`config.mk`:
```
export PLATFORM = sky130hd
export DESIGN_NAME = mem_reader
export DESIGN_NICKNAME = d
export VERILOG_FILES = /design/src/rtl/mem_reader_pkg.sv /design/src/rtl/mem_reader.sv
export SDC_FILE = /design/constraint.sdc
export NUM_CORES = 1
export LEC_CHECK = 0
export BUFFER_PORTS_ARGS = -buffer_cell sky130_fd_sc_hd__buf_4
export CAP_MARGIN = 10
export CORE_UTILIZATION = 45
export DETAILED_ROUTE_END_ITERATION = 12
export PLACE_DENSITY = 0.7
export SLEW_MARGIN = 20
export SYNTH_ARGS = -nofsm -noshare
export SYNTH_HDL_FRONTEND = slang
export SYNTH_SLANG_ARGS = --single-unit
```
`constraint.sdc`:
```
create_clock -name clk -period 3.1 [get_ports clk]
set_clock_uncertainty 0.15 [all_clocks]
set_input_delay 0.62 -clock clk [delete_from_list [all_inputs] [get_ports clk]]
set_output_delay 0.62 -clock clk [all_outputs]
set_load 0.02 [all_outputs]
```
`src/rtl/mem_reader_pkg.sv`:
```
// Shared definitions for the SRAM read-back controller: FSM encoding and the
// default geometry/pattern, also used by the write controller and debug display.
package mem_reader_pkg;

   typedef enum logic [1:0] {
      IDLE = 2'd0,
      ADDR = 2'd1,
      CAPT = 2'd2,
      DONE = 2'd3
   } state_t;

   localparam int MR_ADDR_W   = 5;
   localparam int MR_DATA_W   = 8;
   localparam int MR_DEPTH    = 32;
   localparam int MR_PAT_BASE = 1;

endpackage

```
`src/rtl/mem_reader.sv`:
```
// SRAM read-back controller: scans every location, streams each word out and
// checks it against the PAT_BASE+address pattern, reporting count and first failure.
//
// state | meaning
// IDLE  | port released, results held, waiting for s
// ADDR  | MAR driven with CS/OE, read data latched into MDR at the edge
// CAPT  | MDR valid, compared against pattern, advance or finish
// DONE  | one-cycle done pulse, then back to IDLE
module mem_reader
   import mem_reader_pkg::*;
#(
   parameter int ADDR_W   = MR_ADDR_W,
   parameter int DATA_W   = MR_DATA_W,
   parameter int DEPTH    = MR_DEPTH,
   parameter int PAT_BASE = MR_PAT_BASE
) (
   input  logic              clk,
   input  logic              reset,
   input  logic              s,
   input  logic [DATA_W-1:0] rd_data,
   output logic [ADDR_W-1:0] MAR,
   output logic              CS,
   output logic              OE,
   output logic              WE,
   output logic [DATA_W-1:0] MDR,
   output logic              data_valid,
   output logic              done,
   output logic [ADDR_W:0]   err_count,
   output logic [ADDR_W-1:0] first_err_addr,
   output logic              err_flag,
   output logic [1:0]        curstate
);

   localparam logic [ADDR_W-1:0] LAST_ADDR = ADDR_W'(DEPTH - 1);
   localparam logic [DATA_W-1:0] PAT       = DATA_W'(PAT_BASE);
   localparam logic [ADDR_W:0]   CNT_ONE   = (ADDR_W+1)'(1);

   state_t state_q, state_d;
   logic [DATA_W-1:0] exp_data;
   logic mismatch;

   assign exp_data = PAT + DATA_W'(MAR);
   assign mismatch = (MDR != exp_data);

   always_ff @(posedge clk or negedge reset) begin
      if (!reset) state_q <= IDLE;
      else        state_q <= state_d;
   end

   always_comb begin
      state_d    = state_q;
      CS         = 1'b0;
      OE         = 1'b0;
      WE         = 1'b0;
      data_valid = 1'b0;
      done       = 1'b0;
      case (state_q)
         IDLE: if (s) state_d = ADDR;
         ADDR: begin
            CS      = 1'b1;
            OE      = 1'b1;
            state_d = CAPT;
         end
         CAPT: begin
            CS         = 1'b1;
            OE         = 1'b1;
            data_valid = 1'b1;
            state_d    = (MAR == LAST_ADDR) ? DONE : ADDR;
         end
         DONE: begin
            done    = 1'b1;
            state_d = IDLE;
         end
         default: state_d = IDLE;
      endcase
   end

   always_ff @(posedge clk or negedge reset) begin
      if (!reset) begin
         MAR            <= '0;
         MDR            <= '0;
         err_count      <= '0;
         first_err_addr <= '0;
         err_flag       <= 1'b0;
      end else begin
         case (state_q)
            IDLE: if (s) begin
               MAR            <= '0;
               err_count      <= '0;
               err_flag       <= 1'b0;
               first_err_addr <= '0;
            end
            ADDR: MDR <= rd_data;
            CAPT: begin
               if (mismatch) begin
                  err_count <= err_count + CNT_ONE;
                  if (!err_flag) begin
                     first_err_addr <= MAR;
                     err_flag       <= 1'b1;
                  end
               end
               // MAR parks on the last address so it never wraps
               if (MAR != LAST_ADDR) MAR <= MAR + ADDR_W'(1);
            end
            default: ;
         endcase
      end
   end

   assign curstate = state_q;

endmodule

```
==> impl_metrics.ini, run 1 <==
[worst_setup_path]
crit_type = reg2reg
critPathLaunchType = register
r2r_start = MAR[0]$_DFFE_PN0P_
r2r_setup_slack_ps = 240
arrival_ps = 2930
crit_start = MAR[0]$_DFFE_PN0P_
rr_worst_depth = 8
cp_data_required_time_ps = 3180
rr_endpoint = err_flag$_DFFE_PN0P_
endpoint_kind = register
critPathMaxFanout = 12

[global_route]
antenna_found_initial = 0
grt_pass1_vias = 1231
grt_pass1_wl_mm = 5.692
overflow = 0
groute.usage.overall_pct = 20.67
grt_start_max_net_pins = 31

[sta]
max_freq_ghz = 0.3502
fin_crit_ps = 2855
setup_viol = 0
finalCritPeriodShare_pct = 92.11
worst_slack_ps = 244.6
hold_viol_final = 0
rsz0062_at_grt = no
fin_setup_tns_ps = 0
finalMaxSlewViolations = 0

[drt]
drtIter0Drc = 35
via_count = 1259
antenna_left = 0
drt-total-wl_mm = 3.450
drc = 0
via_per_inst = 5.498
routedWlPerCell_um = 15.07
dr.pass1.iters = 4

[clock_network]
clock_sinks = 27
post-cts-setup-buffer-count = 0
cts_resized = 0
cts_root_buf = clkbuf_4
h-tree-depth = 1
cts_inserted_buffers = 3
clk_pin_slew_ps = 140
holdBufCountCts = 0
clockBufferDepth = 2
worstSkewPairLatency_ps = 330
cts_tree = done

[logic_synthesis]
synthesis.nets = 166
ys_warn_count = 0
synth_cell_types = 36
yosysSeqAreaShare_pct = 42.69
synthesis.area_mm2 = 0.001583
ys_ff_latch = 27
synth_ff_type = dfrtp_1
netlist_instances = 147
avgSynthCellArea_um2 = 10.77
synth_edf_count = 0
async_flop_share_pct = 100.0

[layout]
num_antenna_cells = 0
syn_to_final_growth_pct = 21.82
final_common_cell = buf_4
most-common-layout-cells = buf_4, dfrtp_1, o21ai_0, nand3_1
drive_gt1_share_pct = 36.61
final_cell_area_mm2 = 0.001928
nNetsFinal = 203

[run_status]
status = finished, final reports clean

[floorplanning]
ios = 43
rows = 21
core_mm2 = 0.003363
start_util_pct = 47.06
die_h_um = 61.31
die_x_um = 61.31
die_area_mm2 = 0.003758

[pwr]
power_density_mw_per_mm2 = 952.5
max-vdd-ir-drop_uv = 655.2
leakagePower_nw = 0.9135

[placed_design]
gp_congestion = 0.8262
io_buffer_count = 41
place_ws_ps = 254.2
dp_hpwl_mm = 2.520
placed_cell_area_mm2 = 0.001902

[worst_hold_path]
hold_path_class = in2async

[run]
cap_violations = 0
-- worst max-delay path by stage --
| stage | slack [ps] | cells after the start | end |
|---|---|---|---|
| final | 240 | 8 | err_flag$_DFFE_PN0P_ |
| after global routing | 100 | 8 | err_flag$_DFFE_PN0P_ |
| after CTS | 220 | 8 | err_flag$_DFFE_PN0P_ |
| after detailed placement | 250 | 8 | err_flag$_DFFE_PN0P_ |
| after global placement | 380 | 8 | err_flag$_DFFE_PN0P_ |
| after floorplan | 440 | 8 | err_flag$_DFFE_PN0P_ |
-- synthesized netlist by cell type (4+ instances only) --
library cell,n,area share [%]
dfrtp_1,27,43
o21ai_0,16,5.1
nand3_1,10,3.2
ha_1,8,6.3
mux2_2,8,5.7
nand3b_1,8,3.8
o211ai_2,8,6.3
nand2_1,7,1.7
clkbuf_1,6,1.4
a22o_1,5,2.8
xnor2_1,5,2.8
and3_1,4,1.6
-- metrics by stage --
step                      cells  power [mW]  hold WS (ps)  util [%]
final                       229       1.836         25.79     57.33
after CTS                   229       1.850         36.21     57.33
after floorplan             147       1.354         174.4         -
after global placement      225       1.667         376.0     56.55
after detailed placement    225       1.695         379.6     56.55
after global routing        229       1.970         24.82     57.33
-- final cells by class --
| type | instances | area, um2 |
|---|---|---|
| Inverter | 3 | 11.26 |
| Fill cell | 320 | 1435 |
| Multi-Input combinational cell | 105 | 827.0 |
| Sequential cell | 27 | 675.6 |
| Timing Repair Buffer | 44 | 330.3 |
| Tap cell | 46 | 57.56 |
| Clock buffer | 4 | 26.28 |
-- routing by layer --
metal | track usage, % | vias up | share of wire, %
met3 | 5.252 | 2 | 5.9
met4 | 3.247 | 0 | 0.55
met2 | 36.80 | 44 | 49
met5 | 0 | - | 0
met1 | 25.66 | 606 | 45
li1 | - | 607 | -
-- power by group --
group	leakage, nW	switching (mW)	internal (mW)
Sequential	0.351	0.153	0.468
Clock	0.0150	0.104	0.0505
Combinational	0.548	0.591	0.470
-- sequential cells by signal, indices dropped and copies added (netlist names) --
name            cells
MAR                 5
MDR                 8
curstate            2
err_count           6
err_flag            1
first_err_addr      5
-- logic make-up after synthesis --
logic type | after synthesis | share of synthesized area [%]
buf+inv | 15 | 5.058
fa+ha+maj | 8 | 6.324
other cells | 1 | 0.2369
flops | 27 | 42.69
xor+xnor | 7 | 4.743
compound gates | 40 | 19.68
mux | 9 | 6.403
simple gates | 40 | 14.86
-- critical path, stage by stage (launching register included) --
cell	delay [ps]
dfrtp_1	500
ha_1	300
and3_1	210
ha_1	300
xnor2_1	160
nand4_1	160
a2111oi_4	330
or2_4	300
mux2_1	340
(Power assumes the default switching activity.)
==> run 2, diff against run 1 <==
PLACE_DENSITY = 0.77   (was 0.7)
==> impl_metrics.ini, run 2 (same netlist as run 1, synthesis figures left out) <==
[pwr]
switchingPower_mw = 0.8576
pwr-share-seq_pct = 33.7
leakagePower_nw = 0.9187
p_comb_share_pct = 58.0
power_density_mw_per_mm2 = 955.9
p_int_mw = 0.9926
swShare_pct = 46.35
max-vdd-ir-drop_uv = 568.9
clkPwrFrac_pct = 8.4

[global_route]
groute.usage.overall_pct = 20.26
overflow = 0
grt_pass1_vias = 1214
antenna_found_initial = 0
grt_pass1_wl_mm = 5.589
grt_start_max_net_pins = 31

[floorplanning]
start_util_pct = 47.06
die_x_um = 61.31
rows = 21
die_h_um = 61.31
core_mm2 = 0.003363
die_area_mm2 = 0.003758
ios = 43

[drt]
antenna_left = 0
dr.pass1.iters = 4
routedWlPerCell_um = 15.34
via_count = 1295
drt-total-wl_mm = 3.529
via_per_inst = 5.630
drtIter0Drc = 95
drc = 0

[layout]
syn_to_final_growth_pct = 22.29
num_antenna_cells = 0
final_util_pct = 57.55
nNetsFinal = 204
largest-register = MDR
largest_reg_flops = 8
drive_gt1_share_pct = 36.96
most-common-layout-cells = buf_4, dfrtp_1, o21ai_0, nand3_1
reg_top3 = MDR (8), err_count (6)
stdcell_count = 230
final_common_cell = buf_4

[worst_setup_path]
arrival_ps = 2960
critPathLaunchType = register
r2r_start = MAR[0]$_DFFE_PN0P_
crit_type = reg2reg
cp_data_required_time_ps = 3180
r2r_setup_slack_ps = 220
rr_endpoint = err_flag$_DFFE_PN0P_
rr_worst_depth = 8
critPathMaxFanout = 12
endpoint_kind = register

[clock_network]
cts_tree = done
cts_root_buf = clkbuf_4
worstSkewPairLatency_ps = 330
clock_sinks = 27
cts_resized = 0
post-cts-setup-buffer-count = 0
h-tree-depth = 1
holdBufCountCts = 0
cts_inserted_buffers = 3
clockBufferDepth = 2
clk_pin_slew_ps = 150

[sta]
finalMaxSlewViolations = 0
hold_ws_ps = 15.95
worst_slack_ps = 223.7
finalCritPeriodShare_pct = 92.78
rsz0062_at_grt = no
setup_viol = 0
fin_crit_ps = 2876
fin_setup_tns_ps = 0
max_freq_ghz = 0.3477
hold_viol_final = 0

[run]
cap_violations = 0

[worst_hold_path]
hold_path_class = in2async

[run_status]
status = finished, final reports clean

[placed_design]
gp_congestion = 0.7947
place_ws_ps = 246.0
dp_hpwl_mm = 2.572
io_buffer_count = 41
dpl.cell_count = 226
## run 2: cell types whose count changed in the layout (fill, tap and decap cells not counted), sizes merged
cell	delta
buf	+1
## run 2: power by group through the flow
stage	combinational (mW)	sequential (mW)	clock [mW]
after floorplan	0.635	0.719	0
after global placement	1.04	0.615	0
after detailed placement	1.08	0.630	0
after CTS	1.08	0.623	0.160
after global routing	1.15	0.646	0.173
final	1.07	0.623	0.155
## run 2: worst max-delay path: stages, from the launching register on
cell and delay, ps:
dfrtp_1 520, ha_1 300, and3_1 200, ha_1 290
xnor2_1 160, nand4_1 170, a2111oi_4 330, or2_4 300
mux2_1 350
## run 2: worst max path at each step
stage | startpoint | to | slack [ps]
after floorplan | MAR[0]$_DFFE_PN0P_ | err_flag$_DFFE_PN0P_ | 440
after global placement | MAR[0]$_DFFE_PN0P_ | err_flag$_DFFE_PN0P_ | 370
after detailed placement | MAR[0]$_DFFE_PN0P_ | err_flag$_DFFE_PN0P_ | 250
after CTS | MAR[0]$_DFFE_PN0P_ | err_flag$_DFFE_PN0P_ | 230
after global routing | MAR[0]$_DFFE_PN0P_ | err_flag$_DFFE_PN0P_ | 40
final | MAR[0]$_DFFE_PN0P_ | err_flag$_DFFE_PN0P_ | 220
## run 2: per-stage QoR
| stage | total power, mW | area [um2] |
|---|---|---|
| 6_report | 1.850 | 1936 |
| 5_1_grt | 1.973 | 1936 |
| 4_1_cts | 1.862 | 1936 |
| 3_5_place_dp | 1.707 | 1909 |
| 3_3_place_gp | 1.658 | 1909 |
| 2_1_floorplan | 1.354 | 1583 |
## run 2: final cells by class
cell class                 count  area [um2]
clock buffer                   4       26.28
fill                         327        1428
inverter                       3       11.26
multi-input combinational    105       827.0
sequential                    27       675.6
tap                           46       57.56
timing repair buffer          45       337.8
## run 2: per-layer routing
| metal | track usage [%] | share of wire [%] | up-vias | wire (um) |
|---|---|---|---|---|
| met5 | 0 | 0 | - | 0 |
| met4 | 2.922 | 0.45 | 0 | 16 |
| met3 | 4.202 | 6.3 | 4 | 224 |
| met2 | 35.25 | 49 | 53 | 1738 |
| met1 | 26.60 | 44 | 637 | 1550 |
| li1 | - | - | 601 | - |
